<file path="config.mk">
export PLATFORM = sky130hd
export DESIGN_NAME = mem_data_arb
export DESIGN_NICKNAME = d
export VERILOG_FILES = /design/src/rtl/mem_arb_pkg.sv /design/src/rtl/mem_arb_pick.sv /design/src/rtl/mem_data_arb.sv
export SDC_FILE = /design/constraint.sdc
export NUM_CORES = 1
export LEC_CHECK = 0
export ABC_AREA = 1
export ABC_CLOCK_PERIOD_IN_PS = 2100
export CAP_MARGIN = 20
export CORE_MARGIN = 2
export CORE_UTILIZATION = 39
export DETAILED_ROUTE_END_ITERATION = 7
export GPL_TIMING_DRIVEN = 0
export HOLD_SLACK_MARGIN = 0.12
export PLACE_DENSITY = 0.87
export SETUP_SLACK_MARGIN = 0.02
export SLEW_MARGIN = 5
export SYNTH_ARGS = -nofsm -noshare
export SYNTH_HDL_FRONTEND = slang
export SYNTH_SLANG_ARGS = --single-unit
</file>
<file path="constraint.sdc">
create_clock -name clk -period 2.1 [get_ports clk]
set_input_delay 0.42 -clock clk [delete_from_list [all_inputs] [get_ports clk]]
set_output_delay 0.42 -clock clk [all_outputs]
set_load 0.1 [all_outputs]
</file>
<file path="src/rtl/mem_arb_pkg.sv">
// Shared types and constants for the mem_data two-requester arbiter.
package mem_arb_pkg;

  typedef enum logic [1:0] {
    ARB  = 2'd0,
    OWN0 = 2'd1,
    OWN1 = 2'd2
  } arb_state_t;

  localparam logic REQ_CORE = 1'b0;
  localparam logic REQ_EXT  = 1'b1;

  localparam logic OP_RD = 1'b0;
  localparam logic OP_WR = 1'b1;

endpackage

</file>
<file path="src/rtl/mem_arb_pick.sv">
// Two-way combinational grant picker; mode=1 selects round-robin ties, mode=0 fixed r0 priority.
module mem_arb_pick
  import mem_arb_pkg::*;
(
  input  logic [1:0] req,
  input  logic       last_winner,
  input  logic       mode,
  output logic [1:0] gnt
);

  always_comb begin
    gnt = req;
    if (req == 2'b11) begin
      // On a tie, round-robin hands the slot to whoever did not win last.
      if (mode && (last_winner == REQ_CORE)) gnt = 2'b10;
      else                                   gnt = 2'b01;
    end
  end

endmodule

</file>
<file path="src/rtl/mem_data_arb.sv">
// Arbiter sequencing one mem_data instance between the core LSU (r0) and an external/DMA port (r1).
// Build option: define MEM_ARB_RR_EN for round-robin ties; otherwise r0 always wins ties.
module mem_data_arb
  import mem_arb_pkg::*;
#(
  parameter  int NADDRE = 8,
  parameter  int NBDATA = 32,
  localparam int AW     = $clog2(NADDRE)
) (
  input  logic              clk,
  input  logic              rst,
  // Handshake: rN_req is a valid that holds wr/addr/wdata/lock stable until rN_gnt;
  // rN_gnt is the combinational ready, and the op transfers in the cycle where both are high.
  input  logic              r0_req,
  input  logic              r0_wr,
  input  logic [AW-1:0]     r0_addr,
  input  logic [NBDATA-1:0] r0_wdata,
  input  logic              r0_lock,
  output logic              r0_gnt,
  output logic              r0_rvalid,
  output logic [NBDATA-1:0] r0_rdata,
  input  logic              r1_req,
  input  logic              r1_wr,
  input  logic [AW-1:0]     r1_addr,
  input  logic [NBDATA-1:0] r1_wdata,
  input  logic              r1_lock,
  output logic              r1_gnt,
  output logic              r1_rvalid,
  output logic [NBDATA-1:0] r1_rdata,
  output logic              mem_wr,
  output logic [AW-1:0]     mem_addr_w,
  output logic [AW-1:0]     mem_addr_r,
  output logic [NBDATA-1:0] mem_data_in,
  input  logic [NBDATA-1:0] mem_data_out,
  output logic [1:0]        dbg_state
);

  arb_state_t        state, state_nx;
  logic              last_winner;
  logic              rr_mode;
  logic [1:0]        pick_gnt;
  logic [1:0]        gnt;
  logic              any_gnt;
  logic              sel_wr;
  logic [AW-1:0]     sel_addr;
  logic [NBDATA-1:0] sel_wdata;
  logic [AW-1:0]     addr_w_q;
  logic [AW-1:0]     addr_r_q;
  logic [NBDATA-1:0] data_in_q;

`ifdef MEM_ARB_RR_EN
  assign rr_mode = 1'b1;
`else
  assign rr_mode = 1'b0;
`endif

  mem_arb_pick u_pick (
    .req         ({r1_req, r0_req}),
    .last_winner (last_winner),
    .mode        (rr_mode),
    .gnt         (pick_gnt)
  );

  always_ff @(posedge clk) begin
    if (rst) state <= ARB;
    else     state <= state_nx;
  end

  // An owner that drops its request releases the lock without taking the slot.
  always_comb begin
    state_nx = state;
    case (state)
      ARB: begin
        if (gnt[0] && r0_lock)      state_nx = OWN0;
        else if (gnt[1] && r1_lock) state_nx = OWN1;
      end
      OWN0:    if (!r0_req || !r0_lock) state_nx = ARB;
      OWN1:    if (!r1_req || !r1_lock) state_nx = ARB;
      default: state_nx = ARB;
    endcase
  end

  always_comb begin
    gnt = 2'b00;
    case (state)
      ARB:     gnt = pick_gnt;
      OWN0:    gnt = {1'b0, r0_req};
      OWN1:    gnt = {r1_req, 1'b0};
      default: gnt = 2'b00;
    endcase
  end

  assign r0_gnt    = gnt[0];
  assign r1_gnt    = gnt[1];
  assign dbg_state = state;

  assign any_gnt   = |gnt;
  assign sel_wr    = gnt[1] ? r1_wr    : r0_wr;
  assign sel_addr  = gnt[1] ? r1_addr  : r0_addr;
  assign sel_wdata = gnt[1] ? r1_wdata : r0_wdata;

  // Idle cycles present the last address/data so the memory pins stay quiet.
  always_ff @(posedge clk) begin
    if (rst) begin
      addr_w_q  <= '0;
      addr_r_q  <= '0;
      data_in_q <= '0;
    end else if (any_gnt && sel_wr) begin
      addr_w_q  <= sel_addr;
      data_in_q <= sel_wdata;
    end else if (any_gnt) begin
      addr_r_q  <= sel_addr;
    end
  end

  assign mem_wr      = any_gnt && sel_wr && !rst;
  assign mem_addr_w  = (any_gnt &&  sel_wr) ? sel_addr  : addr_w_q;
  assign mem_data_in = (any_gnt &&  sel_wr) ? sel_wdata : data_in_q;
  assign mem_addr_r  = (any_gnt && !sel_wr) ? sel_addr  : addr_r_q;

  always_ff @(posedge clk) begin
    if (rst) begin
      last_winner <= REQ_EXT;
      r0_rvalid   <= 1'b0;
      r1_rvalid   <= 1'b0;
    end else begin
      if (gnt[1])      last_winner <= REQ_EXT;
      else if (gnt[0]) last_winner <= REQ_CORE;
      r0_rvalid <= gnt[0] && (r0_wr == OP_RD);
      r1_rvalid <= gnt[1] && (r1_wr == OP_RD);
    end
  end

  assign r0_rdata = mem_data_out;
  assign r1_rdata = mem_data_out;

endmodule

</file>
==> qor.yml, run 1 <==
status: "finished, violations left"
violations: "negative setup slack"
rows: 33
insertion_delay_ps: 300
holdWs_ps: 476.5
drt_wl_total_um: 12430
track_usage_pct: 26.56
crit_type: "reg2out"
p_per_area_nw_per_um2: 705.6
crit_chain: "nor2_4 -> buf_6 -> buf_12 -> nand3_4 -> nand3_4 -> buf_8 -> nand2_2 -> nand2_4 -> clkinvlp_4 -> buf_12"
power.leakage_nw: 3.463
relSlewSlack_pct: 32.86
finalInstanceArea_um2: 6939
p_int_mw: 2.379
synth.area.top_cells: "dfxtp_1 (26%), inv_1 (18%), nand2_1 (18%), buf_4 (16%), nand3_1 (12%)"
clock-sinks: 42
dp_hpwl_um: 8072
crit_family: "buffers and inverters"
r2r_end: "data_in_q[12]"
final.setup.tns_ps: -8328
core_area_um2: 8093
drive_gt1_share_pct: 41.48
cpMaxStageDelayCell: "dfxtp_4"
vias: 4120
finalSetupViolCount: 39
hold_violations: 0
drt-wirelength-per-cell_um: 13.58
finalCritPeriodShare_pct: 112.0
peakVddDrop_uv: 487.4
cp-endpoint: "mem_data_in[5]"
p_switching_mw: 2.518
r2r_slack_ps: 360
die_x_um: 94.88
cp.required_ps: 1680
critPathArrivalTime_ps: 1930
worstHoldPathType: "in2reg"
clock_power_share_pct: 11.0
critPathCaptureType: "output pin"
crit_cells: 10
die_height_um: 94.88
synth.top_cell.area_share_pct: 26.11
vias_per_cell: 4.503
syn_area_um2: 3221
syn_area_per_cell_um2: 5.741
synth.distinct_cells: 16
fillers: 477
synth_fp_nets: 671
n_antenna_cell: 0
fin_ws_ps: -251.1
maxCapViolCount: 0
max_stage_delay_ps: 380
reg2regPathDepth: 11
ys_ff_latch: 42
postPlaceCellArea_um2: 5523
overflow: 0
cp_num_buf_inv: 5
netSwitchingFraction_pct: 51.42
ctsLongestPathBuffers: 2
die_area_um2: 9001
seqCellArea_um2: 848.3
synth-seq-area-share_pct: 26.11
period_needed_ps: 2351
rsz0062_at_grt: "yes"
cp-startpoint: "dbg_state[0]"
htreeDepth: 2
numCtsBuffers: 5
drv_slew: 0
fmax_mhz: 425.3
cts-root-buf: "clkbuf_8"
multi_input_area_um2: 1720
area_growth_pct: 115.5
timing.rr.start: "dbg_state[0]"
fin_skew_ps: 10.71
p_seq_share_pct: 18.3
combPwrFrac_pct: 70.7
place.gp.congestion: 0.8313
grt_first_pass_wirelength_um: 19030
final_nets: 919
tritoncts: "yes"
cts.clk_slew.worst_paths_ps: 80
post-route-util_pct: 85.75
drtIter0Drc: 136
grt_max_degree: 13
antenna_found_initial: 0
drcViolationCount: 0
yosys.area.top_type: "dfxtp_1"
grt_pass1_vias: 4249
netlist_instances: 561
first_pass_iters: 4
yosysWarnings: 0
worst_slew_pin_slew_ps: 1011
cp-start-kind: "flip-flop"
ios: 219
initial_core_util_pct: 39.80
io_buffers: 185
ant_nets: 0
critPathMaxFanout: 7
==> Yosys cell counts <==
master	count
buf_4	69
nor2_2	1
nand3_2	1
dfxtp_1	42
nand2_1	151
nand2_2	2
nand3_1	75
inv_1	152
nand2_4	1
buf_6	3
clkbuf_1	7
nand3_4	1
nor2_1	42
nor3_1	1
buf_2	12
o21ai_2	1
==> state kept, by name, indices dropped and copies added, names as in the netlist <==
register   cells
data_in_q     32
addr_r_q       3
addr_w_q       3
dbg_state      2
r0_rvalid      1
r1_rvalid      1
==> per-layer routing <==
layer  share of wire, %  up-vias  global-route usage, %
li1                   -     2025                      -
met1                 36     1912                  27.77
met2                 56      165                  51.71
met3                6.8       18                  5.986
met4                1.6        0                  8.696
met5                  0        -                      0
==> cell usage in the layout, fill, tap and decap left out, types with 3 or more instances in the layout <==
master	n
buf_12	39
buf_2	3
buf_4	115
buf_6	17
buf_8	5
clkbuf_1	6
clkbuf_8	6
clkdlybuf4s50_1	136
clkinvlp_4	38
dfxtp_1	40
dlygate4sd2_1	7
inv_1	112
nand2_1	74
nand2_2	38
nand2_4	41
nand3_1	57
nand3_2	17
nand3_4	4
nor2_1	41
==> stage by stage <==
stage	setup WS, ps	power [mW]	instances
after floorplan	-16.82	2.988	561
after global placement	-1328	3.565	851
after detailed placement	-1359	3.598	851
after CTS	-219.1	4.722	903
after global routing	-311.9	5.084	915
final	-251.1	4.896	915
==> worst min path at each step <==
stage,endpoint,from,cells past startpoint,slack [ps]
2_1_floorplan,r0_rvalid,r0_wr,1,500
3_3_place_gp,data_in_q[10],data_in_q[10],4,540
3_5_place_dp,data_in_q[21],data_in_q[21],4,550
4_1_cts,dbg_state[0],rst,2,460
5_1_grt,dbg_state[0],rst,2,520
6_report,dbg_state[0],rst,2,480
==> area by class of cell <==
type | count | share of cell area (%)
plain buffers | 90 | 10.33
clock buffers | 7 | 1.244
clock inverters | 1 | 0.07212
inverters | 152 | 10.31
multi-input cells | 277 | 24.79
flip-flops and latches | 42 | 12.23
well taps | 105 | 1.893
repair buffers | 241 | 39.13
==> kinds of logic (layout without fill, tap and decap cells) <==
| family | after synthesis | count (layout) | share of synthesized area (%) |
|---|---|---|---|
| AO/OA/AOI/OAI | 1 | 1 | 0.2720 |
| AND/OR/NAND/NOR | 275 | 276 | 36.09 |
| flip-flops | 42 | 42 | 26.11 |
| buffers and inverters | 243 | 491 | 37.53 |
==> timing repair <==
item | 4_1_cts | 5_1_grt
endpoints found under the hold margin | 0 | 0
buffers inserted | 40 | 12
hold buffers | 0 | 0
gates cloned | 5 | 0
resized for setup | 458 | 47
pin swaps | 46 | 24
setup endpoints to repair | 45 | 40
==> power groups by stage <==
stage          registers [mW]  logic [mW]  clock network (mW)
6_report                0.898        3.46               0.538
3_5_place_dp            0.915        2.68                   0
5_1_grt                 0.904        3.60               0.580
4_1_cts                 0.896        3.28               0.544
2_1_floorplan           0.927        2.06                   0
3_3_place_gp            0.909        2.66                   0
==> worst reg2reg max path, cell delays in order, from the launching register on <==
cell,delay (ps)
dfxtp_4,380
nor2_4,120
buf_6,140
buf_12,110
nand3_4,70
nand3_4,210
buf_6,170
nand2_2,50
nand2_2,90
buf_4,120
buf_4,100
nor2_1,40
(Power assumes the default switching activity.)
==> run 2, diff against run 1 <==
ABC_CLOCK_PERIOD_IN_PS = 2900   (was 2100)
PLACE_DENSITY = not set   (was 0.87)
PLACE_DENSITY_LB_ADDON = 0.05   (was not set)
clock period = 2.9 ns   (was 2.1 ns; I/O delays follow)
==> run 2 against run 1 <==
  * Clock power shrank 14%
  * Final cell count decreased by 5.5%
  * Non-clock buffer count down 49
  * The flow now finishes without violations
  * Sequential share of layout area rose by 2.8 points
==> qor.yml, run 2 (same netlist as run 1, synthesis figures left out) <==
status: "finished, final reports clean"
initial_core_util_pct: 39.80  # unchanged
max_stage_delay_ps: 470  # +90 ps
cp-startpoint: "r1_req"
die_x_um: 94.88  # unchanged
antenna_found_initial: 0  # unchanged
rsz0062_at_grt: "yes"
met3_length_um: 971  # +15%
area_growth_pct: 74.59
dp_hpwl_um: 7530  # -6.7%
finalSetupViolCount: 0  # -100%
final_common_cell: "clkdlybuf4s50_1"
ctsLongestPathBuffers: 2  # unchanged
p_switching_mw: 1.603  # -36%
post-route-util_pct: 69.48  # -16 points
cp_num_buf_inv: 7  # +2
ant_nets: 0  # unchanged
fin_skew_ps: 4.867  # -5.840 ps
dr_wl_met2_um: 4936  # -29%
place_inst: 851  # unchanged
critPathArrivalTime_ps: 2290  # +360 ps
holdWs_ps: 531.4  # +54.94 ps
clock_power_share_pct: 15.0  # +4.0 points
vias_per_cell: 4.236  # -5.9%
final.setup.tns_ps: 0  # +8328 ps
combPwrFrac_pct: 63.9  # -6.8 points
p_per_area_nw_per_um2: 547.6  # -22%
crit_family: "buffers and inverters"
largest_reg_flops: 32  # unchanged
power.leakage_nw: 3.175  # -8.3%
io_buffers: 185  # unchanged
peakVddDrop_uv: 437.1  # -10%
vias: 3664  # -11%
cp.required_ps: 2320  # +640 ps
insertion_delay_ps: 300  # about the same
met1_length_um: 3766  # -15%
core_area_um2: 8093  # unchanged
drcViolationCount: 0  # unchanged
pre_cts_slack_ps: -834.5  # +524.6 ps
seqCellArea_um2: 843.3  # -0.59%
rows: 33  # unchanged
grt_first_pass_wirelength_um: 14740  # -23%
worstHoldStart: "data_in_q[16]"
overflow: 0  # unchanged
top_regs: "data_in_q x32, addr_r_q x3, addr_w_q x3"
worst_slew_pin_slew_ps: 992.2  # -18.88 ps
tritoncts: "yes"
most-common-layout-cells: "clkdlybuf4s50_1 (144), inv_1 (141), nand2_1 (141), buf_4 (73), nand3_1 (70)"
fillers: 732  # +53%
die_area_um2: 9001  # unchanged
place.gp.congestion: 0.7915  # -4.8%
drt_wl_total_um: 9706  # -22%
crit_type: "in2out"
p_seq_share_pct: 21.1  # +2.8 points
p_int_mw: 1.477  # -38%
worstHoldPathType: "reg2reg"
drive_gt1_share_pct: 23.03  # -18 points
maxCapViolCount: 0  # unchanged
numCtsBuffers: 5  # unchanged
timing.rr.start: "dbg_state[1]"
grt_max_degree: 13  # unchanged
stdcell_count: 865  # -5.5%
multi_input_area_um2: 1246  # -28%
htreeDepth: 2  # unchanged
clock-sinks: 42  # unchanged
cts-root-buf: "clkbuf_8"
drv_slew: 0  # unchanged
netSwitchingFraction_pct: 52.05  # +0.63 points
n_antenna_cell: 0  # unchanged
grt_pass1_vias: 3288  # -23%
fin_ws_ps: 34.98  # +286.1 ps
relSlewSlack_pct: 33.65  # +0.78 points
die_height_um: 94.88  # unchanged
fmax_mhz: 349.0
cts_hold_buf: 0  # unchanged
critPathMaxFanout: 10  # +3
track_usage_pct: 20.44  # -6.1 points
top_layer: "met4"
cpMaxStageDelayCell: "clkdlybuf4s50_1"
period_needed_ps: 2865
hold_violations: 0  # unchanged
ios: 219  # unchanged
drt-wirelength-per-cell_um: 11.22  # -17%
top_register: "data_in_q"
first_pass_iters: 5  # +1
finalCritPeriodShare_pct: 98.79
cp-start-kind: "input port"
critPathCaptureType: "output pin"
crit_chain: "clkdlybuf4s50_1 -> inv_2 -> nor2_4 -> nand2_2 -> buf_6 -> nand2_4 -> nand2_4 -> buf_12 -> buf_8 -> nand3_1 -> nand2_2 -> inv_2 -> buf_12"
drtIter0Drc: 98  # -28%
final_nets: 869  # -5.4%
cts.clk_slew.worst_paths_ps: 70  # about the same
-- run 2: power groups by stage --
stage / clock [mW] / combinational, mW / sequential [mW]
floorplan: 0 / 1.38 / 0.673
global placement: 0 / 1.82 / 0.660
detailed placement: 0 / 1.83 / 0.662
CTS: 0.471 / 1.86 / 0.649
global route: 0.496 / 2.06 / 0.653
finish: 0.463 / 1.97 / 0.648
-- run 2: per-stage QoR --
| stage | power (mW) | instance area (µm²) |
|---|---|---|
| 2_1_floorplan | 2.053 | 3231 |
| 3_3_place_gp | 2.479 | 5214 |
| 3_5_place_dp | 2.493 | 5214 |
| 4_1_cts | 2.982 | 5341 |
| 5_1_grt | 3.212 | 5623 |
| 6_report | 3.079 | 5623 |
-- run 2: layer usage --
layer,track usage (%),up-vias
met5,0,-
met3,6.385,4
li1,-,1924
met4,3.744,0
met1,23.34,1595
met2,37.53,141
-- run 2: timing repair --
item                                    in CTS  in global routing
buffers inserted                             1                  5
pin swaps                                    0                  3
gates resized for setup                    264                 84
endpoints found under the setup margin      41                 40
-- run 2: path summary, 6_finish.rpt --
kind | end | slack [ps] | cells after the start
setup / recovery | mem_data_in[24] | 30 | 13
hold / removal | data_in_q[16] | 530 | 4
setup reg to reg | data_in_q[24] | 1370 | 11
hold reg to reg | data_in_q[16] | 530 | 4
-- run 2: worst register-to-register path, delay by kind of cell (launching register included) --
kind | cells | cell delay, ps
buffers and inverters | 4 | 440
DFF | 1 | 320
and+or+nand+nor | 7 | 650
-- run 2: layout make-up --
cell class / count / area share (%)
multi-input cells: 276 / 22.16
plain buffers: 91 / 12.19
inverters: 152 / 10.15
well taps: 105 / 2.336
clock inverters: 1 / 0.5340
repair buffers: 191 / 36.27
flip-flops and latches: 42 / 15.00
clock buffers: 7 / 1.357
==> run 3, diff against run 2 <==
ABC_CLOCK_PERIOD_IN_PS = not set   (was 2900)
CORE_ASPECT_RATIO = 1.5   (was not set)
==> run 3 against run 2 <==
  * Combinational power fell by 6%
  * Die area rose by 0.16%
  * Power rose by 1.7%
  * Critical endpoint unchanged
  * Largest cell class unchanged
==> qor.yml, run 3 (same netlist as run 1, synthesis figures left out) <==
status: "finished, final reports clean"
antenna_found_initial: 0  # unchanged
critPathMaxFanout: 10  # unchanged
final_common_cell: "inv_1"
peakVddDrop_uv: 389.5  # -11%
ant_nets: 0  # unchanged
die_area_um2: 9015  # +0.16%
largest_reg_flops: 32  # unchanged
numCtsBuffers: 5  # unchanged
critPathArrivalTime_ps: 2270  # -20 ps
grt_max_degree: 14  # +1
place.gp.congestion: 0.7945  # +0.38%
initial_core_util_pct: 40.22  # +0.42 points
first_pass_iters: 4  # -1
insertion_delay_ps: 280  # -20 ps
relSlewSlack_pct: 32.15  # -1.5 points
rsz0062_at_grt: "yes"
overflow: 0  # unchanged
drv_slew: 0  # unchanged
htreeDepth: 2  # unchanged
drtIter0Drc: 112  # +14%
cts_hold_buf: 0  # unchanged
maxCapViolCount: 0  # unchanged
finalSetupViolCount: 0  # unchanged
grt_first_pass_wirelength_um: 14590  # -1.0%
final.setup.tns_ps: 0  # unchanged
drt-wirelength-per-cell_um: 10.72  # -4.5%
dp_hpwl_um: 7431  # -1.3%
drt_wl_total_um: 9228  # -4.9%
hold_violations: 0  # unchanged
cpMaxStageDelayCell: "clkdlybuf4s50_1"
fin_skew_ps: 1.675  # -3.192 ps
power.leakage_nw: 3.135  # -1.3%
multi_input_area_um2: 1184  # -5.0%
final_nets: 865  # -0.46%
grt_pass1_vias: 3335  # +1.4%
cp-start-kind: "input port"
die_x_um: 78.20  # -18%
critPathCaptureType: "output pin"
drive_gt1_share_pct: 19.44  # -3.6 points
core_area_um2: 8008  # -1.1%
top_register: "data_in_q"
cts-root-buf: "clkbuf_16"
crit_chain: "clkdlybuf4s50_1 -> inv_1 -> o21ai_2 -> buf_4 -> buf_2 -> nand3_1 -> nand2_1 -> inv_1 -> buf_4"
ios: 219  # unchanged
area_growth_pct: 68.73
vias_per_cell: 4.240  # +0.11%
fmax_mhz: 350.9  # +0.53%
fillers: 794  # +8.5%
post-route-util_pct: 67.86  # -1.6 points
cts.clk_slew.worst_paths_ps: 60  # about the same
tritoncts: "yes"
io_buffers: 185  # unchanged
track_usage_pct: 19.78  # -0.66 points
power_mw: 3.131  # +1.7%
worst_slew_pin_slew_ps: 1015  # +22.45 ps
die_height_um: 115.3  # +22%
vias: 3651  # -0.35%
most-common-layout-cells: "inv_1 (152), nand2_1 (151), clkdlybuf4s50_1 (144), buf_4 (85), nand3_1 (74)"
top_regs: "data_in_q x32, addr_r_q x3, addr_w_q x3"
seqCellArea_um2: 843.3  # unchanged
n_antenna_cell: 0  # unchanged
drcViolationCount: 0  # unchanged
period_needed_ps: 2850  # -15.09 ps
rows: 40  # +21%
p_per_area_nw_per_um2: 576.2  # +5.2%
clock-sinks: 42  # unchanged
max_stage_delay_ps: 450  # -20 ps
crit_type: "in2out"
finalCritPeriodShare_pct: 98.27  # -0.52 points
cp.required_ps: 2320  # about the same
ctsLongestPathBuffers: 2  # unchanged
worstHoldPathType: "reg2reg"
run 3: per-stage QoR:
stage               hold WS, ps  cell area (µm²)  setup WS [ps]  std cells
global route              550.2             5434         -57.44        861
detailed placement        521.5             5214         -829.2        851
global placement          513.3             5214         -805.5        851
floorplan                 503.5             3231          227.6        561
CTS                       532.4             5288          24.28        859
finish                    529.8             5434          50.07        861
run 3: path summary, 6_finish.rpt:
path                     endpoint  slack (ps)  depth (start not counted)           from
hold reg to reg     data_in_q[21]         530                          4  data_in_q[21]
hold / removal      data_in_q[21]         530                          4  data_in_q[21]
setup reg to reg    data_in_q[28]        1430                          9   dbg_state[1]
setup / recovery  mem_data_in[24]          50                          9         r1_req
run 3: final cells by class:
| class | instances | area share (%) |
|---|---|---|
| Inverter | 152 | 10.50 |
| Clock buffer | 5 | 2.303 |
| Tap cell | 105 | 2.418 |
| Buffer | 91 | 12.46 |
| Multi-Input combinational cell | 276 | 21.78 |
| Timing Repair Buffer | 187 | 34.29 |
| Clock inverter | 3 | 0.7368 |
| Sequential cell | 42 | 15.52 |
run 3: worst max-delay path: cells and delay by family:
kind / cells / cell delay (ps)
buf+inv: 6 / 1240
simple gates: 2 / 200
compound gates: 1 / 240
run 3: repair_timing:
| action | CTS | global route |
|---|---|---|
| setup endpoints to repair | 41 | 40 |
| buffers inserted | 0 | 2 |
| pin swaps | 0 | 1 |
| gates resized for setup | 240 | 48 |
run 3: report_power, final:
group	internal [mW]	total, mW	leakage, nW	switching (mW)
clock	0.403	0.626	0.0836	0.223
combinational	0.506	1.86	2.70	1.35
sequential	0.635	0.649	0.349	0.0145
run 3: layer usage:
metal  routed length, µm  global-route usage (%)  up-vias  share of wire, %
met5                   0                       0        -                 0
met4                 170                   6.316        0               1.8
met3                 638                   4.867       12               6.9
met2                4799                   38.28      125                52
met1                3621                   20.71     1601                39
li1                    -                       -     1913                 -
